[config.mk]
export PLATFORM = sky130hd
export DESIGN_NAME = seg_7_in
export DESIGN_NICKNAME = d
export VERILOG_FILES = /design/src/rtl/seg_7_in.sv
export SDC_FILE = /design/constraint.sdc
export NUM_CORES = 1
export LEC_CHECK = 0
export ABC_CLOCK_PERIOD_IN_PS = 6200
export CAP_MARGIN = 15
export CORE_AREA = 10 10 99 101
export CTS_CLUSTER_SIZE = 20
export DETAILED_ROUTE_END_ITERATION = 6
export DIE_AREA = 0 0 109 111
export PLACE_DENSITY = 0.75
export SLEW_MARGIN = 20
export SYNTH_ARGS = -nofsm -noshare
export SYNTH_HDL_FRONTEND = slang
export SYNTH_SLANG_ARGS = --single-unit
[constraint.sdc]
create_clock -name clk -period 6.2 [get_ports clk]
set_input_delay 0.62 -clock clk [delete_from_list [all_inputs] [get_ports clk]]
set_output_delay 0.62 -clock clk [all_outputs]
set_load 0.02 [all_outputs]
[src/rtl/seg_7_in.sv]
// Capture/decode monitor for a multiplexed active-low 7-segment bus.
// Waits for each digit select to settle, decodes it, and tracks complete scans.
module seg_7_in #(
   parameter int DIGITS = 8,
   parameter int SETTLE = 4
) (
   input  logic                  clk,
   input  logic                  rst,
   input  logic [6:0]            seg_in,
   input  logic [DIGITS-1:0]     an_in,
   input  logic                  clear,
   output logic [4*DIGITS-1:0]   hex_out,
   output logic [DIGITS-1:0]     dig_valid,
   output logic [DIGITS-1:0]     err,
   output logic                  frame_done
);

   localparam int CW = $clog2(SETTLE + 1);
   localparam int SW = 7 + DIGITS;
   localparam int IW = (DIGITS > 1) ? $clog2(DIGITS) : 1;

   // Returns {blank, legal, value}.
   function automatic logic [5:0] decode(input logic [6:0] s);
      case (s)
         7'b1000000: decode = {2'b01, 4'h0};
         7'b1111001: decode = {2'b01, 4'h1};
         7'b0100100: decode = {2'b01, 4'h2};
         7'b0110000: decode = {2'b01, 4'h3};
         7'b0011001: decode = {2'b01, 4'h4};
         7'b0010010: decode = {2'b01, 4'h5};
         7'b0000010: decode = {2'b01, 4'h6};
         7'b1111000: decode = {2'b01, 4'h7};
         7'b0000000: decode = {2'b01, 4'h8};
         7'b0010000: decode = {2'b01, 4'h9};
         7'b0001000: decode = {2'b01, 4'hA};
         7'b0000011: decode = {2'b01, 4'hB};
         7'b1000110: decode = {2'b01, 4'hC};
         7'b0100001: decode = {2'b01, 4'hD};
         7'b0000110: decode = {2'b01, 4'hE};
         7'b0001110: decode = {2'b01, 4'hF};
         7'b1111111: decode = {2'b10, 4'h0};
         default:    decode = {2'b00, 4'h0};
      endcase
   endfunction

   function automatic logic onehot_low(input logic [DIGITS-1:0] an);
      int n;
      n = 0;
      for (int i = 0; i < DIGITS; i++) begin
         n = n + (an[i] ? 0 : 1);
      end
      onehot_low = (n == 1);
   endfunction

   function automatic logic [IW-1:0] sel_index(input logic [DIGITS-1:0] an);
      logic [IW-1:0] idx;
      idx = '0;
      for (int i = 0; i < DIGITS; i++) begin
         idx = idx | (an[i] ? IW'(0) : IW'(i));
      end
      sel_index = idx;
   endfunction

   logic [SW-1:0]     smp;
   logic [CW-1:0]     cnt;
   logic              fire;
   logic [DIGITS-1:0] seen;

   logic [SW-1:0]     cur;
   logic [CW-1:0]     cnt_nxt;
   logic              fire_nxt;
   logic [5:0]        cap_dec;
   logic [IW-1:0]     cap_idx;
   logic [DIGITS-1:0] seen_nxt;
   logic              frame_hit;

   // Stability tracking and decode of the settled sample.
   always_comb begin
      cur = {seg_in, an_in};
      if (!onehot_low(an_in)) begin
         cnt_nxt = CW'(0);
      end else if (cur != smp) begin
         cnt_nxt = CW'(1);
      end else if (cnt == CW'(SETTLE)) begin
         cnt_nxt = cnt;
      end else begin
         cnt_nxt = cnt + CW'(1);
      end
      // fire marks the single cycle the window first becomes settled
      fire_nxt  = (cnt_nxt == CW'(SETTLE)) && (cnt != CW'(SETTLE));
      cap_dec   = decode(smp[SW-1:DIGITS]);
      cap_idx   = sel_index(smp[DIGITS-1:0]);
      seen_nxt  = seen | ~smp[DIGITS-1:0];
      frame_hit = (seen_nxt == {DIGITS{1'b1}});
   end

   // Sample register, capture bank and frame tracking.
   always_ff @(posedge clk) begin
      if (rst) begin
         smp        <= {SW{1'b1}};
         cnt        <= CW'(0);
         fire       <= 1'b0;
         seen       <= '0;
         hex_out    <= '0;
         dig_valid  <= '0;
         err        <= '0;
         frame_done <= 1'b0;
      end else begin
         smp        <= cur;
         frame_done <= 1'b0;
         if (clear) begin
            cnt       <= CW'(0);
            fire      <= 1'b0;
            seen      <= '0;
            hex_out   <= '0;
            dig_valid <= '0;
            err       <= '0;
         end else begin
            cnt  <= cnt_nxt;
            fire <= fire_nxt;
            if (fire) begin
               if (cap_dec[4]) begin
                  hex_out[4*cap_idx +: 4] <= cap_dec[3:0];
                  dig_valid[cap_idx]      <= 1'b1;
                  err[cap_idx]            <= 1'b0;
               end else begin
                  dig_valid[cap_idx]      <= 1'b0;
                  err[cap_idx]            <= !cap_dec[5];
               end
               if (frame_hit) begin
                  seen       <= '0;
                  frame_done <= 1'b1;
               end else begin
                  seen       <= seen_nxt;
               end
            end
         end
      end
   end

endmodule
Yosys cells after proc, flatten, opt, wreduce, memory -nomap -nowiden
Index checks and enable logic that the tools add are counted. Widths: inputs -> output; s select.

Bits in registers: 76. Input port bits: 18. Output and inout bits: 49.

Add/sub/neg operators: 9. $lt $le $gt $ge: 2. Equal/unequal tests: 22. Shift operators: 2. Multiplexer cells: 27. Bitwise gates (word level): 13. Reduce and logical (&&, ||, !) cells: 7.

Operator list (number): $pmux 6 s17 (1); $eq 7x7->1 const B (5); $neg 5->34 (1); $shift 4x34->32 const A (1); $shiftx 4x34->32 (1); $bwmux 32 (1); $mux 8 (3); $eq 7x5->1 const B (3); $eq 7x6->1 const B (3); $mux 3 (7); $and 8x8->8 (2); $not 8->8 (2); $or 8x8->8 (2); $ne 15x15->1 (1); $eq 7x2->1 const B (2); $eq 7x4->1 const B (2); $mux 1 (11); $or 3x3->3 (3); $add 7x1->8 (1); $bwmux 8 (1); $eq 8x1->1 const B (1); $eq 8x8->1 const B (1); $add 6x1->7 (1); $eq 7x3->1 const B (1); other kinds (22) (25).

Longest topological paths before layout
Gate-level depths: netlist of the first run.

Depth after elaboration: 14. Mapped depth: 12. Mapped depth without buffers: 12.

Least setup slack after synthesis of the first run
OpenSTA, ideal clock, no wires.

Path kind: input port to flip-flop. Start point: input an_in[0]. End point: register fire. Setup time: 92 ps. Arrival time: 3253 ps. Data required time: 6108 ps. Setup slack: 2855 ps. Stages on the path: 12. Cell sequence: fa_1 -> inv_1 -> fa_1 -> fa_1 -> ha_1 -> inv_1 -> fa_1 -> nor2_1 -> nand3_1 -> a21oi_1 -> nand2_1 -> nor4_1.

Longest elaborated chain between the ends: 12. Elaborated cells on any way between the ends: 14.

Ends and longest elaborated chain: from (decl) (line 10) `input logic [DIGITS-1:0] an_in,`; $mux 1 (line 50) `n = n + (an[i] ? 0 : 1);`; $add 1x1->2 (line 50); $add 2x1->3 (line 50); $add 3x1->4 (line 50); $add 4x1->5 (line 50); $add 5x1->6 (line 50); $add 6x1->7 (line 50); $add 7x1->8 (line 50); $eq 8x1->1 (line 52) `onehot_low = (n == 1);`; $mux 3 (*) (line 80) `if (!onehot_low(an_in)) begin`; $eq 3x3->1 (*) (line 90) `fire_nxt = (cnt_nxt == CW'(SETTLE)) && (cnt != CW'(SETTLE));`; $logic_and 1x1->1 (*) (line 90); to (signal assigned) (line 120) `fire <= fire_nxt;`; to (decl) (line 66) `logic fire;`.

Mark *: on every way between the ends. The rest lies on a longest branch, timed or not. A chain may end at the register's enable or synchronous reset.

Final worst setup path of the first run
Same ends and word-level chain as after synthesis.

==> impl_metrics.toml, run 1 <==
[synth]
synth_mux_area_frac = 0.1018
synthAdderAreaFrac = 0.05159
synth_top_flop_cell = "dfxtp_1"
syn-num-nets = 456
ys_ff_latch = 76
synth_top_area_cell = "dfxtp_1"
synth_cells = 425
synth_area_leaders = "dfxtp_1 41%, mux2i_1 10%, nand2_1 6.0%"
async_flop_share = 0
synth_top_family_by_area = "simple AND/OR/NAND/NOR gates"
synth-simple-area-share = 0.2281
yosys_warnings = 0
ys_seq_area_frac = 0.4074
synth_top_cell_area_share = 0.4074
synth_edf_count = 0
synthesis.area_mm2 = 0.003735
syn_area_per_cell_um2 = 8.788
yosysUniqueCellTypes = 50
synth_xor_xnor_area_share = 0.03987
synth-compound-area-share = 0.1196

[clock_network]
numCtsBuffers = 9
root_buffer = "clkbuf_8"
worstSkewPairLatency_ns = 0.36
cts.sinks = 76
cts_setup_buffers = 0
cts_resized = 0
clk_pin_slew_worst_paths_ns = 0.08
htree_levels = 3
clockBufferDepth = 2
cts_tree = "built"
cts_hold_buf = 0

[setup_path]
path_max_fanout = 3
cp-end-kind = "register"
cp_common_cell = "fa_1"
crit_arrival_ns = 3.90
worstRegToRegCells = 8
crit_end = "fire"
path_cells = "clkdlybuf4s50_1 -> fa_1 -> inv_1 -> fa_1 -> fa_1 -> ha_1 -> inv_1 -> fa_1 -> nor2_1 -> nand3_1 -> a21oi_1 -> nand2_1 -> nor4_1"
r2r-start = "smp[3]"
worst_path_dominant_cell_family = "adder cells"
crit_path_start = "an_in[0]"
critPathLaunchType = "primary input"
crit_cells = 13
reg2reg_slack_ns = 3.20
regToRegEndpoint = "hex_out[9]"
cpMaxStageDelayCell = "fa_1"
cp_num_buf_inv = 3
cp.required_ns = 6.46
max_stage_delay_ns = 0.55
criticalPathCategory = "primary input to register"

[global_route]
grt_overflow = 0
grt_use_total = 0.1473
antenna_found_initial = 0
grt_max_degree = 41
grt_pass1_wl_mm = 14.80
grt_pass1_vias = 3120

[worst_hold_path]
holdPathStages = 2
min_path_type = "register to register"

[sta]
fin_crit_ns = 3.639
slew_violations = 0
hold_viol_final = 0
rsz0062_at_grt = "false"
holdWs_ns = 0.4568
setup_tns_ns = 0
finalCritPeriodShare = 0.5870
worst_slew_pin_slew_ns = 0.6941
clock_skew_ns = 0.01272
slew_headroom = 0.5367
max_clock_freq_ghz = 0.2748
setup_viol = 0

[pwr]
p_per_area_mw_per_mm2 = 216.3
power_w = 0.001011
p_leak_nw = 1.622
ir_worst_vdd_mv = 0.1476

[layout]
final_nets = 516
final_cell_mix = "76 x dfxtp_1, 66 x clkdlybuf4s50_1, 60 x nand2_1"
drive_gt1_frac = 0.09184
multi_input_area_mm2 = 0.002023
fillCellCount = 716
final_common_cell = "dfxtp_1"
antenna_cells = 0
seqCellArea_mm2 = 0.001521
areaGrowthSynthToFinish_pct = 25.19

[status]
status = "complete, no violations"

[placed_design]
gp_congestion = 0.8737
hpwl_mm = 6.842
io_buffers = 66

[route]
drtPass1Iterations = 4
drcViolationCount = 0
wl_mm = 8.957
antenna_left = 0
vias = 3180
drt-initial-drc-count = 200
viasPerCell = 5.345
wl_per_cell_um = 15.05

[floorplanning]
dieArea_mm2 = 0.01210
io_pins = 67
rows = 33
floorplan.initialDensity = 0.4687
core_mm2 = 0.007969
die_w_um = 109
die_h_um = 111

[run]
drv_cap = 0
==> worst reg2reg max path, delay by kind of cell, from the launching register on <==
kind / cells / cell delay [ns]
mux: 1 / 0.26
buf+inv: 1 / 0.26
compound gates: 2 / 0.94
simple gates: 2 / 0.58
fa+ha+maj: 2 / 0.51
flops: 1 / 0.39
==> cells in the mapped netlist (2+ instances only) <==
cell type	n
nand4_1	13
buf_4	2
nand2b_1	13
nor4_1	6
nor3b_1	2
nand3b_1	2
ha_1	9
a21o_1	3
o21ai_0	14
a21boi_0	2
or2_2	16
nand3_1	14
buf_2	4
inv_1	26
a31o_2	2
dfxtp_1	76
nand2_1	60
a21oi_1	19
o21a_1	2
o2111ai_1	2
mux2i_1	38
a211oi_2	2
xnor2_1	17
clkbuf_1	13
and2_1	3
nor3_1	7
fa_1	4
nor2_1	25
a211oi_1	8
==> how the worst min path moves through the flow <==
stage / start / end
5_1_grt: hex_out[25] / hex_out[25]
6_report: hex_out[27] / hex_out[27]
2_1_floorplan: seen[2] / seen[2]
3_5_place_dp: hex_out[27] / hex_out[27]
3_3_place_gp: seen[7] / seen[7]
4_1_cts: hex_out[27] / hex_out[27]
==> area by class of cell <==
class                      count  area share
multi-input combinational    303      0.4327
timing repair buffer          69      0.1461
tap                          105     0.02810
clock buffer                  12     0.03532
clock inverter                 4     0.01151
sequential                    76      0.3254
inverter                      26     0.02087
==> report_power, final <==
part / internal (W) / switching (W)
Sequential: 0.000494 / 0.0000140
Clock: 0.000220 / 0.000185
Combinational: 0.0000448 / 0.0000540
Total: 0.000758 / 0.000253
==> per-stage QoR <==
stage	instance area [um2]	utilization	worst slack (ns)	instances
4_1_cts	4676	0.5867	2.541	595
5_1_grt	4676	0.5867	2.351	595
3_3_place_gp	4457	0.5593	2.265	579
3_5_place_dp	4457	0.5593	2.182	579
2_1_floorplan	3735	-	2.855	425
6_report	4676	0.5867	2.561	595
==> routing by layer <==
layer,wire [um],part of all wire,global-route usage
met1,3908,0.44,0.1818
met2,4364,0.49,0.2417
met3,588,0.066,0.04070
met4,95,0.011,0.04222
met5,0,0,0
==> cell families after synthesis <==
kind of cell | after synthesis
mux | 38
buf+inv | 46
flops | 76
xor+xnor | 17
simple gates | 170
compound gates | 65
fa+ha+maj | 13
No activity file was read; power rests on OpenSTA's default activity.
==> run 2, diff against run 1 <==
Settings changed: ABC_CLOCK_PERIOD_IN_PS 6200 to 3700.
Clock period 6.2 ns to 3.7 ns, I/O delays scaled along.
==> impl_metrics.toml, run 2 (synthesized netlist as in run 1, its figures left out) <==
[setup_path]
cp.required_ns = 3.96
regToRegEndpoint = "hex_out[8]"
worstRegToRegCells = 9
cp-end-kind = "register"
critPathLaunchType = "primary input"
reg2reg_slack_ns = 0.88
crit_path_start = "an_in[0]"
crit_arrival_ns = 3.73
criticalPathCategory = "primary input to register"
crit_end = "fire"
r2r-start = "smp[3]"
path_max_fanout = 3

[pwr]
ir_worst_vdd_mv = 0.2134
p_leak_nw = 1.621
p_per_area_mw_per_mm2 = 346.2

[clock_network]
numCtsBuffers = 9
worstSkewPairLatency_ns = 0.35
cts_hold_buf = 0
cts_setup_buffers = 0
htree_levels = 3
root_buffer = "clkbuf_8"
clockBufferDepth = 2
cts.sinks = 76
clk_pin_slew_worst_paths_ns = 0.08
cts_tree = "built"

[floorplanning]
floorplan.initialDensity = 0.4687
dieArea_mm2 = 0.01210
rows = 33
io_pins = 67
die_h_um = 111
die_w_um = 109
core_mm2 = 0.007969

[layout]
final_nets = 519
design_area_mm2 = 0.004673
areaGrowthSynthToFinish_pct = 25.13
drive_gt1_frac = 0.09736
final_cell_mix = "76 x dfxtp_1, 66 x clkdlybuf4s50_1, 60 x nand2_1"
final_common_cell = "dfxtp_1"
final_util = 0.5864
antenna_cells = 0

[route]
wl_mm = 8.836
drcViolationCount = 0
vias = 3151
wl_per_cell_um = 14.78
drt-initial-drc-count = 165
viasPerCell = 5.269
antenna_left = 0
drtPass1Iterations = 4

[global_route]
grt_pass1_wl_mm = 15.21
grt_overflow = 0
grt_max_degree = 39
antenna_found_initial = 0
grt_pass1_vias = 3170
grt_use_total = 0.1522

[sta]
slew_headroom = 0.5305
slew_violations = 0
hold_viol_final = 0
setup_tns_ns = 0
clock_skew_ns = 0.008194
finalCritPeriodShare = 0.9355
rsz0062_at_grt = "false"
setup_viol = 0
worst_slew_pin_slew_ns = 0.7032
max_clock_freq_ghz = 0.2889
fin_crit_ns = 3.461

[worst_hold_path]
min_path_type = "register to register"

[placed_design]
place_area_mm2 = 0.004479
io_buffers = 66
gp_congestion = 0.8857
hpwl_mm = 6.898

[run]
drv_cap = 0

[status]
status = "complete, no violations"
-- run 2: changes by cell type in the layout (fill, tap and decap cells not counted) --
cell	change
clkbuf_8	-1
buf_4	+3
clkbuf_1	+1
clkinv_4	+1
bufinv_16	-1
nor4_2	+1
nor4_1	-1
-- run 2: per-layer routing --
| metal | global-route usage | wire [um] | vias to the layer above |
|---|---|---|---|
| met4 | 0.05013 | 160 | 0 |
| met1 | 0.1836 | 3930 | 1484 |
| met5 | 0 | 0 | - |
| met2 | 0.2493 | 4217 | 67 |
| met3 | 0.04535 | 527 | 18 |
| li1 | - | - | 1582 |
-- run 2: how the worst min path moves through the flow --
stage | from | endpoint | slack, ns | cells past startpoint
finish | err[2] | err[2] | 0.46 | 2
global route | hex_out[27] | hex_out[27] | 0.48 | 2
CTS | hex_out[11] | hex_out[11] | 0.46 | 2
detailed placement | hex_out[26] | hex_out[26] | 0.45 | 2
global placement | seen[7] | seen[7] | 0.44 | 2
floorplan | seen[2] | seen[2] | 0.43 | 2
-- run 2: per-stage QoR --
step,setup slack [ns],hold slack (ns),std cells,total power (W)
global route,0.06037,0.4826,598,0.001685
floorplan,0.6050,0.4280,425,0.0009809
finish,0.2388,0.4600,598,0.001618
CTS,0.2151,0.4604,598,0.001625
global placement,0.04110,0.4402,582,0.001031
detailed placement,-0.1390,0.4476,582,0.001042
-- run 2: what timing repair did --
item / in CTS / in global routing
gates resized for setup: 0 / 1
hold endpoints to repair: 0 / 0
endpoints found under the setup margin: 0 / 1
-- run 2: final cells by class --
class	count	area (um2)
Inverter	26	97.59
Clock inverter	4	32.53
Multi-Input combinational cell	303	2029
Fill cell	704	3296
Sequential cell	76	1521
Timing Repair Buffer	72	705.7
Clock buffer	12	155.1
Tap cell	105	131.4
-- run 2: worst max-delay path: stages --
cell,delay (ns)
clkdlybuf4s50_1,0.45
fa_1,0.55
inv_1,0.05
fa_1,0.46
fa_1,0.52
ha_1,0.18
inv_1,0.06
fa_1,0.38
nor2_1,0.11
nand3_1,0.09
a21oi_1,0.16
nand2_1,0.12
nor4_2,0.22
-- run 2: power breakdown --
group	leakage, nW	switching, W	internal, W	total [W]
Combinational	0.915	0.0000946	0.0000791	0.000174
Clock	0.0892	0.000310	0.000284	0.000594
Sequential	0.616	0.0000229	0.000827	0.000850
